$ cat src/rtl/gate_tt_exerciser.sv
// Truth-table exerciser for an N_IN-input combinational gate. It drives every input
// vector, waits SETTLE cycles, samples dut_y and checks it against EXPECT. Define
// TT_ERRLOG_EN to add the err_map port, which records one mismatch bit per vector.
module gate_tt_exerciser #(
    parameter int                   N_IN   = 2,
    parameter logic [2**N_IN-1:0]   EXPECT = 4'b1110,
    parameter int                   SETTLE = 2
) (
    input  logic              clk,
    input  logic              rst,
    input  logic              start,
    output logic [N_IN-1:0]   stim,
    input  logic              dut_y,
    output logic              busy,
    output logic              done,
    output logic              pass,
    output logic [N_IN:0]     fail_count,
    output logic [N_IN-1:0]   first_fail
`ifdef TT_ERRLOG_EN
    ,
    output logic [2**N_IN-1:0] err_map
`endif
);

    localparam int              NVEC     = 2**N_IN;
    localparam logic [N_IN-1:0] LAST     = N_IN'(NVEC - 1);
    localparam logic [3:0]      CNT_INIT = 4'(SETTLE - 1);

    typedef enum logic [1:0] {
        S_IDLE   = 2'd0,
        S_SETTLE = 2'd1,
        S_SAMPLE = 2'd2,
        S_DONE   = 2'd3
    } state_t;

    state_t     state;
    state_t     state_next;
    logic [3:0] cnt;
    logic       accept;
    logic       mismatch;

    always_ff @(posedge clk) begin
        if (rst) begin
            state <= S_IDLE;
        end else begin
            state <= state_next;
        end
    end

    always_comb begin
        state_next = state;
        accept     = 1'b0;
        mismatch   = (dut_y != EXPECT[stim]);
        case (state)
            S_IDLE, S_DONE: begin
                if (start) begin
                    accept     = 1'b1;
                    state_next = S_SETTLE;
                end
            end
            S_SETTLE: begin
                if (cnt == 4'd0) begin
                    state_next = S_SAMPLE;
                end
            end
            S_SAMPLE: begin
                state_next = (stim == LAST) ? S_DONE : S_SETTLE;
            end
            default: state_next = S_IDLE;
        endcase
    end

    assign busy = (state == S_SETTLE) || (state == S_SAMPLE);
    assign pass = (state == S_DONE) && (fail_count == '0);

    // Stimulus, settle counter and result registers; only the first mismatch of a sweep latches first_fail.
    always_ff @(posedge clk) begin
        if (rst) begin
            stim       <= '0;
            cnt        <= '0;
            done       <= 1'b0;
            fail_count <= '0;
            first_fail <= '0;
        end else begin
            done <= (state_next == S_DONE);
            if (accept) begin
                stim       <= '0;
                cnt        <= CNT_INIT;
                fail_count <= '0;
                first_fail <= '0;
            end else if (state == S_SETTLE) begin
                if (cnt != 4'd0) begin
                    cnt <= cnt - 4'd1;
                end
            end else if (state == S_SAMPLE) begin
                if (mismatch) begin
                    fail_count <= fail_count + 1'b1;
                    if (fail_count == '0) begin
                        first_fail <= stim;
                    end
                end
                if (stim != LAST) begin
                    stim <= stim + 1'b1;
                    cnt  <= CNT_INIT;
                end
            end
        end
    end

`ifdef TT_ERRLOG_EN
    always_ff @(posedge clk) begin
        if (rst || accept) begin
            err_map <= '0;
        end else if (state == S_SAMPLE && mismatch) begin
            err_map[stim] <= 1'b1;
        end
    end
`endif

endmodule

$ cat config.mk
export PLATFORM = sky130hd
export DESIGN_NAME = gate_tt_exerciser
export DESIGN_NICKNAME = d
export VERILOG_FILES = /design/src/rtl/gate_tt_exerciser.sv
export SDC_FILE = /design/constraint.sdc
export NUM_CORES = 1
export LEC_CHECK = 0
export CAP_MARGIN = 10
export CORE_MARGIN = 5
export CORE_UTILIZATION = 55
export CTS_CLUSTER_DIAMETER = 100
export CTS_CLUSTER_SIZE = 14
export DETAILED_ROUTE_END_ITERATION = 7
export GPL_TIMING_DRIVEN = 0
export PLACE_DENSITY = 0.81
export SLEW_MARGIN = 20
export SYNTH_ARGS = -nofsm -noshare
export SYNTH_HDL_FRONTEND = slang
export SYNTH_SLANG_ARGS = --single-unit
$ cat constraint.sdc
create_clock -name clk -period 3.32 [get_ports clk]
set_input_delay 0.332 -clock clk [delete_from_list [all_inputs] [get_ports clk]]
set_output_delay 0.332 -clock clk [all_outputs]
set_load 0.03 [all_outputs]
==> out/summary.json <==
{
  "h_tree_levels": {"value": 1},
  "syn_area": {"value": 890, "unit": "µm²"},
  "routabilityCongestion": {"value": 0.849},
  "p_clk_share": {"value": 26.4, "unit": "%"},
  "setup_total_negative_slack": {"value": 0, "unit": "ns"},
  "floorplan.io_pins": {"value": 14},
  "min_path_type": {"value": "flop to flop"},
  "timing.final.hold_violations": {"value": 0},
  "critPathSlowestCell": {"value": "clkdlybuf4s50_1"},
  "maximum_number_of_pins_on_one_net_before_global_route_repair": {"value": 11},
  "core_region_area": {"value": 1520, "unit": "µm²"},
  "area_share_of_xor_xnor_cells_in_the_synthesized_design": {"value": 2.95, "unit": "%"},
  "hold_path_endpoint": {"value": "first_fail[1]$_SDFFE_PP0P_"},
  "numCtsBuffers": {"value": 3},
  "reg2reg_setup_slack": {"value": 1.34, "unit": "ns"},
  "synth_largest_type_area_fraction": {"value": 31.5, "unit": "%"},
  "max_cap_viol_count": {"value": 0},
  "ff2ff_path_depth": {"value": 6},
  "cpLargestDelayFamily": {"value": "buffers and inverters"},
  "most_instantiated_library_cell_after_synthesis": {"value": "dfxtp_1"},
  "status": {"value": "finished clean"},
  "antenna-diode-count": {"value": 0},
  "synthDistinctLibCells": {"value": 41},
  "yosysSeqAreaShare": {"value": 31.5, "unit": "%"},
  "die_x": {"value": 50.2, "unit": "µm"},
  "cts.hold.buffers_added": {"value": 0},
  "first_global_vias": {"value": 746},
  "intPower": {"value": 0.000253, "unit": "W"},
  "final_design_area_no_fill": {"value": 1060, "unit": "µm²"},
  "period_needed": {"value": 2.55, "unit": "ns"},
  "slew_headroom": {"value": 59.7, "unit": "%"},
  "first_pass_grt_wire_length": {"value": 3190, "unit": "µm"},
  "synth_seq_cells": {"value": 14},
  "cp_common_cell": {"value": "inv_1"},
  "cp.required": {"value": 2.99, "unit": "ns"},
  "antenna_violating_nets_left": {"value": 0},
  "postRouteWirelength": {"value": 1800, "unit": "µm"},
  "row_count": {"value": 14},
  "floorplan.die_area": {"value": 2520, "unit": "µm²"},
  "timing.hold.worst_path_depth": {"value": 2},
  "avgViaCountPerCell": {"value": 6.16},
  "clk_pin_slew_worst_paths": {"value": 0.09, "unit": "ns"},
  "stage_delay_of_the_slowest_cell_on_the_critical_path": {"value": 0.60, "unit": "ns"},
  "synthMuxAreaShare": {"value": 3.38, "unit": "%"},
  "wire_per_inst": {"value": 14.0, "unit": "µm"},
  "grt_antenna_before_repair": {"value": 0},
  "asyncSetResetFlopFracSynth": {"value": 0, "unit": "%"},
  "drt_first_iter_violations": {"value": 22},
  "clock_insertion_delay_worst_skew": {"value": 0.28, "unit": "ns"},
  "overflow": {"value": 0},
  "place_hpwl": {"value": 1400, "unit": "µm"},
  "crit_buf_inv": {"value": 4},
  "die-height": {"value": 50.2, "unit": "µm"},
  "worst_r2r_startpoint": {"value": "state[0]$_SDFF_PP0_"},
  "synth_simple_gate_area_share": {"value": 23.1, "unit": "%"},
  "synth_top_cell_by_area": {"value": "dfxtp_1"},
  "swShare": {"value": 30.9, "unit": "%"},
  "synth_compound_area_share": {"value": 17.7, "unit": "%"},
  "timing.hold.worst.start": {"value": "first_fail[1]$_SDFFE_PP0P_"},
  "timing.hold.ws": {"value": 0.465, "unit": "ns"},
  "predominant_post_synthesis_flop_cell": {"value": "dfxtp_1"},
  "ir_worst_vdd": {"value": 0.235, "unit": "mV"},
  "portBuffers": {"value": 13},
  "detailroute.via_count": {"value": 795},
  "timing.final.max_slew_violations": {"value": 0},
  "final_standard_cell_utilization_of_the_core": {"value": 69.7, "unit": "%"},
  "drt_first_pass_iters": {"value": 4},
  "finish.net_count": {"value": 130},
  "fin_skew": {"value": 0.00548, "unit": "ns"},
  "clk_path_buf_depth": {"value": 2},
  "tritoncts": {"value": "done"},
  "ratio_of_cells_with_drive_above_1_in_the_final_layout": {"value": 7.96, "unit": "%"},
  "leakagePower": {"value": 0.400, "unit": "nW"},
  "max_freq": {"value": 392, "unit": "MHz"},
  "placedInstanceArea": {"value": 1040, "unit": "µm²"},
  "detail_route.drc_violations": {"value": 0},
  "number_of_enable_flip_flop_cells_after_synthesis": {"value": 0},
  "ctsRootBufferMaster": {"value": "clkbuf_4"},
  "relative_contribution_of_combinational_cells_to_total_power": {"value": 24.6, "unit": "%"},
  "grt_setup_unrepaired": {"value": "no"},
  "total_net_switching_power": {"value": 0.000113, "unit": "W"},
  "worst-path-max-fanout": {"value": 10},
  "cp_cell_sequence": {"value": "inv_1 -> ha_1 -> clkbuf_1 -> inv_1 -> clkdlybuf4s50_1"},
  "critical_path.startpoint_type": {"value": "flop"},
  "period_share": {"value": 76.9, "unit": "%"},
  "reg2reg_to": {"value": "cnt[2]$_SDFFE_PP0P_"},
  "netlist_top_cells_count": {"value": "dfxtp_1 (14), ha_1 (11), inv_1 (11)"},
  "worst_slew_pin_slew": {"value": 0.596, "unit": "ns"},
  "cts-resized-gates": {"value": 0},
  "combinational_family_with_the_most_area_after_synthesis": {"value": "simple AND/OR/NAND/NOR gates"},
  "yosys-top-cells-area": {"value": "dfxtp_1 (32%), ha_1 (15%), inv_1 (4.6%), a21oi_1 (3.4%), mux2i_1 (3.4%)"},
  "seqPwrFrac": {"value": 48.9, "unit": "%"},
  "initial_utilization": {"value": 58.4, "unit": "%"},
  "power.density": {"value": 345, "unit": "nW/µm²"},
  "synth_warnings": {"value": 0},
  "critical_path_arrival": {"value": 2.22, "unit": "ns"},
  "gr-usage-all-layers": {"value": 15.9, "unit": "%"},
  "clock_sinks": {"value": 14},
  "post_cts_buffers": {"value": 0},
  "timing.setup.critical_path_class": {"value": "flop to output port"},
  "net_count_of_the_mapped_netlist": {"value": 112},
  "avgSynthCellArea": {"value": 9.17, "unit": "µm²"},
  "yosys.area_share.adder": {"value": 15.5, "unit": "%"},
  "type_of_element_capturing_the_critical_path": {"value": "output port"},
  "postSynthCellCount": {"value": 97},
  "timing.final.setup_violations": {"value": 0},
  "flow.area_growth_from_synthesis": {"value": 19.4, "unit": "%"}
}
-- through the flow --
step	worst slack (ns)	instances	power, W
finish	0.768	129	0.000367
global route	0.570	129	0.000391
CTS	0.790	129	0.000367
detailed placement	1.10	126	0.000272
global placement	1.15	126	0.000269
floorplan	1.63	97	0.000246
-- worst reg2reg max path: cells and delay by family (launching register included) --
kind	cells	cell delay, ns
buf+inv	2	0.33
fa+ha+maj	1	0.35
compound gates	2	0.63
simple gates	1	0.12
flops	1	0.47
-- power by group through the flow --
stage	sequential (W)	clock [W]	combinational, W
2_1_floorplan	0.000183	0	0.0000634
3_3_place_gp	0.000183	0	0.0000860
3_5_place_dp	0.000183	0	0.0000893
4_1_cts	0.000179	0.0000974	0.0000901
5_1_grt	0.000181	0.000110	0.000100
6_report	0.000179	0.0000970	0.0000903
-- per-layer routing --
layer | GRT usage, % | wire length [µm] | vias to the layer above
met2 | 26.6 | 890 | 29
met5 | 0 | 0 | -
met4 | 4.37 | 14 | 0
met3 | 5.03 | 146 | 4
met1 | 19.5 | 750 | 380
li1 | - | - | 382
-- sequential cells by signal, indices dropped and copies added, names as in the netlist --
| name | flops |
|---|---|
| done | 1 |
| cnt | 4 |
| fail_count | 3 |
| first_fail | 2 |
| state | 2 |
| stim | 2 |
-- worst max-delay path by stage --
stage,startpoint,endpoint,slack (ns),depth (start not counted)
2_1_floorplan,stim[0]$_SDFFE_PP0P_,first_fail[0]$_SDFFE_PP0P_,1.63,5
3_3_place_gp,state[0]$_SDFF_PP0_,busy,1.15,5
3_5_place_dp,state[0]$_SDFF_PP0_,busy,1.10,5
4_1_cts,state[0]$_SDFF_PP0_,busy,0.79,5
5_1_grt,state[0]$_SDFF_PP0_,busy,0.57,5
6_report,state[0]$_SDFF_PP0_,busy,0.77,5
-- kinds of logic after synthesis --
| group | Yosys count |
|---|---|
| muxes | 3 |
| xor gates and xnor gates | 3 |
| adders and majority gates | 11 |
| buffers and inverters | 14 |
| DFF | 14 |
| AOI/OAI and AO/OA | 22 |
| and+or+nand+nor | 30 |
-- cell type report --
cell class                      count  area, µm²
Buffer                              1       3.75
Clock buffer                        3       22.5
Fill cell                         122        462
Inverter                           13       48.8
Multi-Input combinational cell     69        557
Sequential cell                    14        280
Tap cell                           16       20.0
Timing Repair Buffer               13        130
-- cells in the final DEF (no fill, tap or decap), types with 2 or more instances in the layout --
cell type         n
dfxtp_1          14
clkdlybuf4s50_1  13
inv_1            11
ha_1             11
a21oi_1           6
nand2_1           6
nor2b_1           4
mux2i_1           3
nor2_1            3
o31ai_1           3
or4_1             3
clkbuf_4          3
xnor2_1           2
nand3_1           2
No activity file was read; power rests on OpenSTA's default activity.
==> edit: new RTL, config.mk and constraints unchanged <==
The parameter `N_IN` goes from 2 to 4.
--- a/src/rtl/gate_tt_exerciser.sv
+++ b/src/rtl/gate_tt_exerciser.sv
@@ -4,3 +4,3 @@
 module gate_tt_exerciser #(
-    parameter int                   N_IN   = 2,
+    parameter int                   N_IN   = 4,
     parameter logic [2**N_IN-1:0]   EXPECT = 4'b1110,
Ports: changed (resized fail_count, first_fail and stim); port bits go from 14 to 20. No check against the original RTL was run, so the function may have changed too.
==> edit against the original RTL <==
Register-to-register slack worse by 150 ps. Synthesized area up 31%. Worst hold slack better by 4.0 ps. Setup slack worse by 21 ps. Global-route usage up 0.91 points. Total power up 61%. Maximum frequency down 0.82%. Sequential cell count up 7. Highest routed layer unchanged. First-iteration DRC count down 4.5%. Synthesized cell count up 37%. Routed wire length up 37%. Combinational power up 110%. Design area up 34%.
==> edit: results <==
[cts]
clock_insertion_delay_worst_skew_ps = 300
path_clk_slew_ps = 120

[global_routing]
global_route.usage.met2_pct = 28.2
use_met1_pct = 21.2
grtUsageTotal_pct = 16.8
grt_pass1_wl_um = 4330
grt_start_max_net_pins = 13
use_met3_pct = 2.09

[yosys]
yosys.cell_types.count = 37
ys_top_cells_by_area = "sky130_fd_sc_hd__dfxtp_1 36%, sky130_fd_sc_hd__ha_1 9.6%, sky130_fd_sc_hd__a21oi_1 5.1%"
netlist_top_cells_count = "21 x sky130_fd_sc_hd__dfxtp_1, 12 x sky130_fd_sc_hd__a21oi_1, 11 x sky130_fd_sc_hd__inv_1"
synth_seq_area_share_pct = 36.0
syn_nets = 146

[power_and_ir_drop]
power_leakage_nw = 0.491
peak_supply_drop_mv = 0.318
seq_cell_power_w = 0.000280
intPower_w = 0.000382

[placed_design]
place.detailed.instances = 179
gpl.final_weighted_congestion = 0.874
dp.final_hpwl_um = 1890
io_buffers = 19

[cells_and_area]
antennaDiodeCount = 0
post_route_cells_drive_above_1_share_pct = 5.13
largest_reg_flops = 5
most_flop_heavy_register = "fail_count"

[timing]
fin_skew_ps = 3.38
tightestPinTransition_ps = 555

[route]
detailroute.via_count = 1038
vias_per_cell = 5.67
first_iter_violations = 21
routedWlPerCell_um = 13.5

[run_status]
outcome = "finished, final reports clean"
==> edit: cell type report <==
type,count,area [sq um]
Multi-Input combinational cell,97,692
Fill cell,175,582
Sequential cell,21,420
Timing Repair Buffer,19,190
Inverter,11,41.3
Tap cell,27,33.8
Clock buffer,3,22.5
Buffer,4,15.0
Clock inverter,1,5.00
==> edit: logic make-up after synthesis <==
logic type,after synthesis,synth area share (%)
flops,21,36.0
mux,5,4.28
buf+inv,15,4.82
xor+xnor,2,2.14
simple gates,47,25.3
compound gates,34,17.9
fa+ha+maj,9,9.64
==> edit: path summary, 6_finish.rpt <==
path / endpoint / from / cells past startpoint / slack, ps
worst max-delay path: busy / state[0] / 5 / 750
worst min-delay path: first_fail[0] / first_fail[0] / 2 / 470
worst max register to register: flip-flop / state[0] / 6 / 1190
worst min register to register: first_fail[0] / first_fail[0] / 2 / 470
==> edit: worst max-delay path: stages, from the launching register on <==
cell                              delay [ps]
sky130_fd_sc_hd__dfxtp_1                 450
sky130_fd_sc_hd__inv_1                   100
sky130_fd_sc_hd__ha_1                    360
sky130_fd_sc_hd__buf_1                   360
sky130_fd_sc_hd__inv_1                    70
sky130_fd_sc_hd__clkdlybuf4s50_1         600
==> edit: metal layers <==
layer | vias up | wire [um]
met5 | - | 0
met3 | 4 | 84
met2 | 18 | 1160
met4 | 0 | 29
met1 | 477 | 1200
li1 | 539 | -
==> edit: metrics by stage <==
stage          worst slack (ps)  cell area (sq um)  util, %  power, W  hold WS, ps
4_1_cts                     743               1420     70.9  0.000598          469
5_1_grt                     589               1420     70.9  0.000638          490
3_3_place_gp               1130               1390     69.6  0.000465          442
3_5_place_dp               1110               1390     69.6  0.000472          451
2_1_floorplan              1430               1170        -  0.000419          401
6_report                    747               1420     70.9  0.000592          469
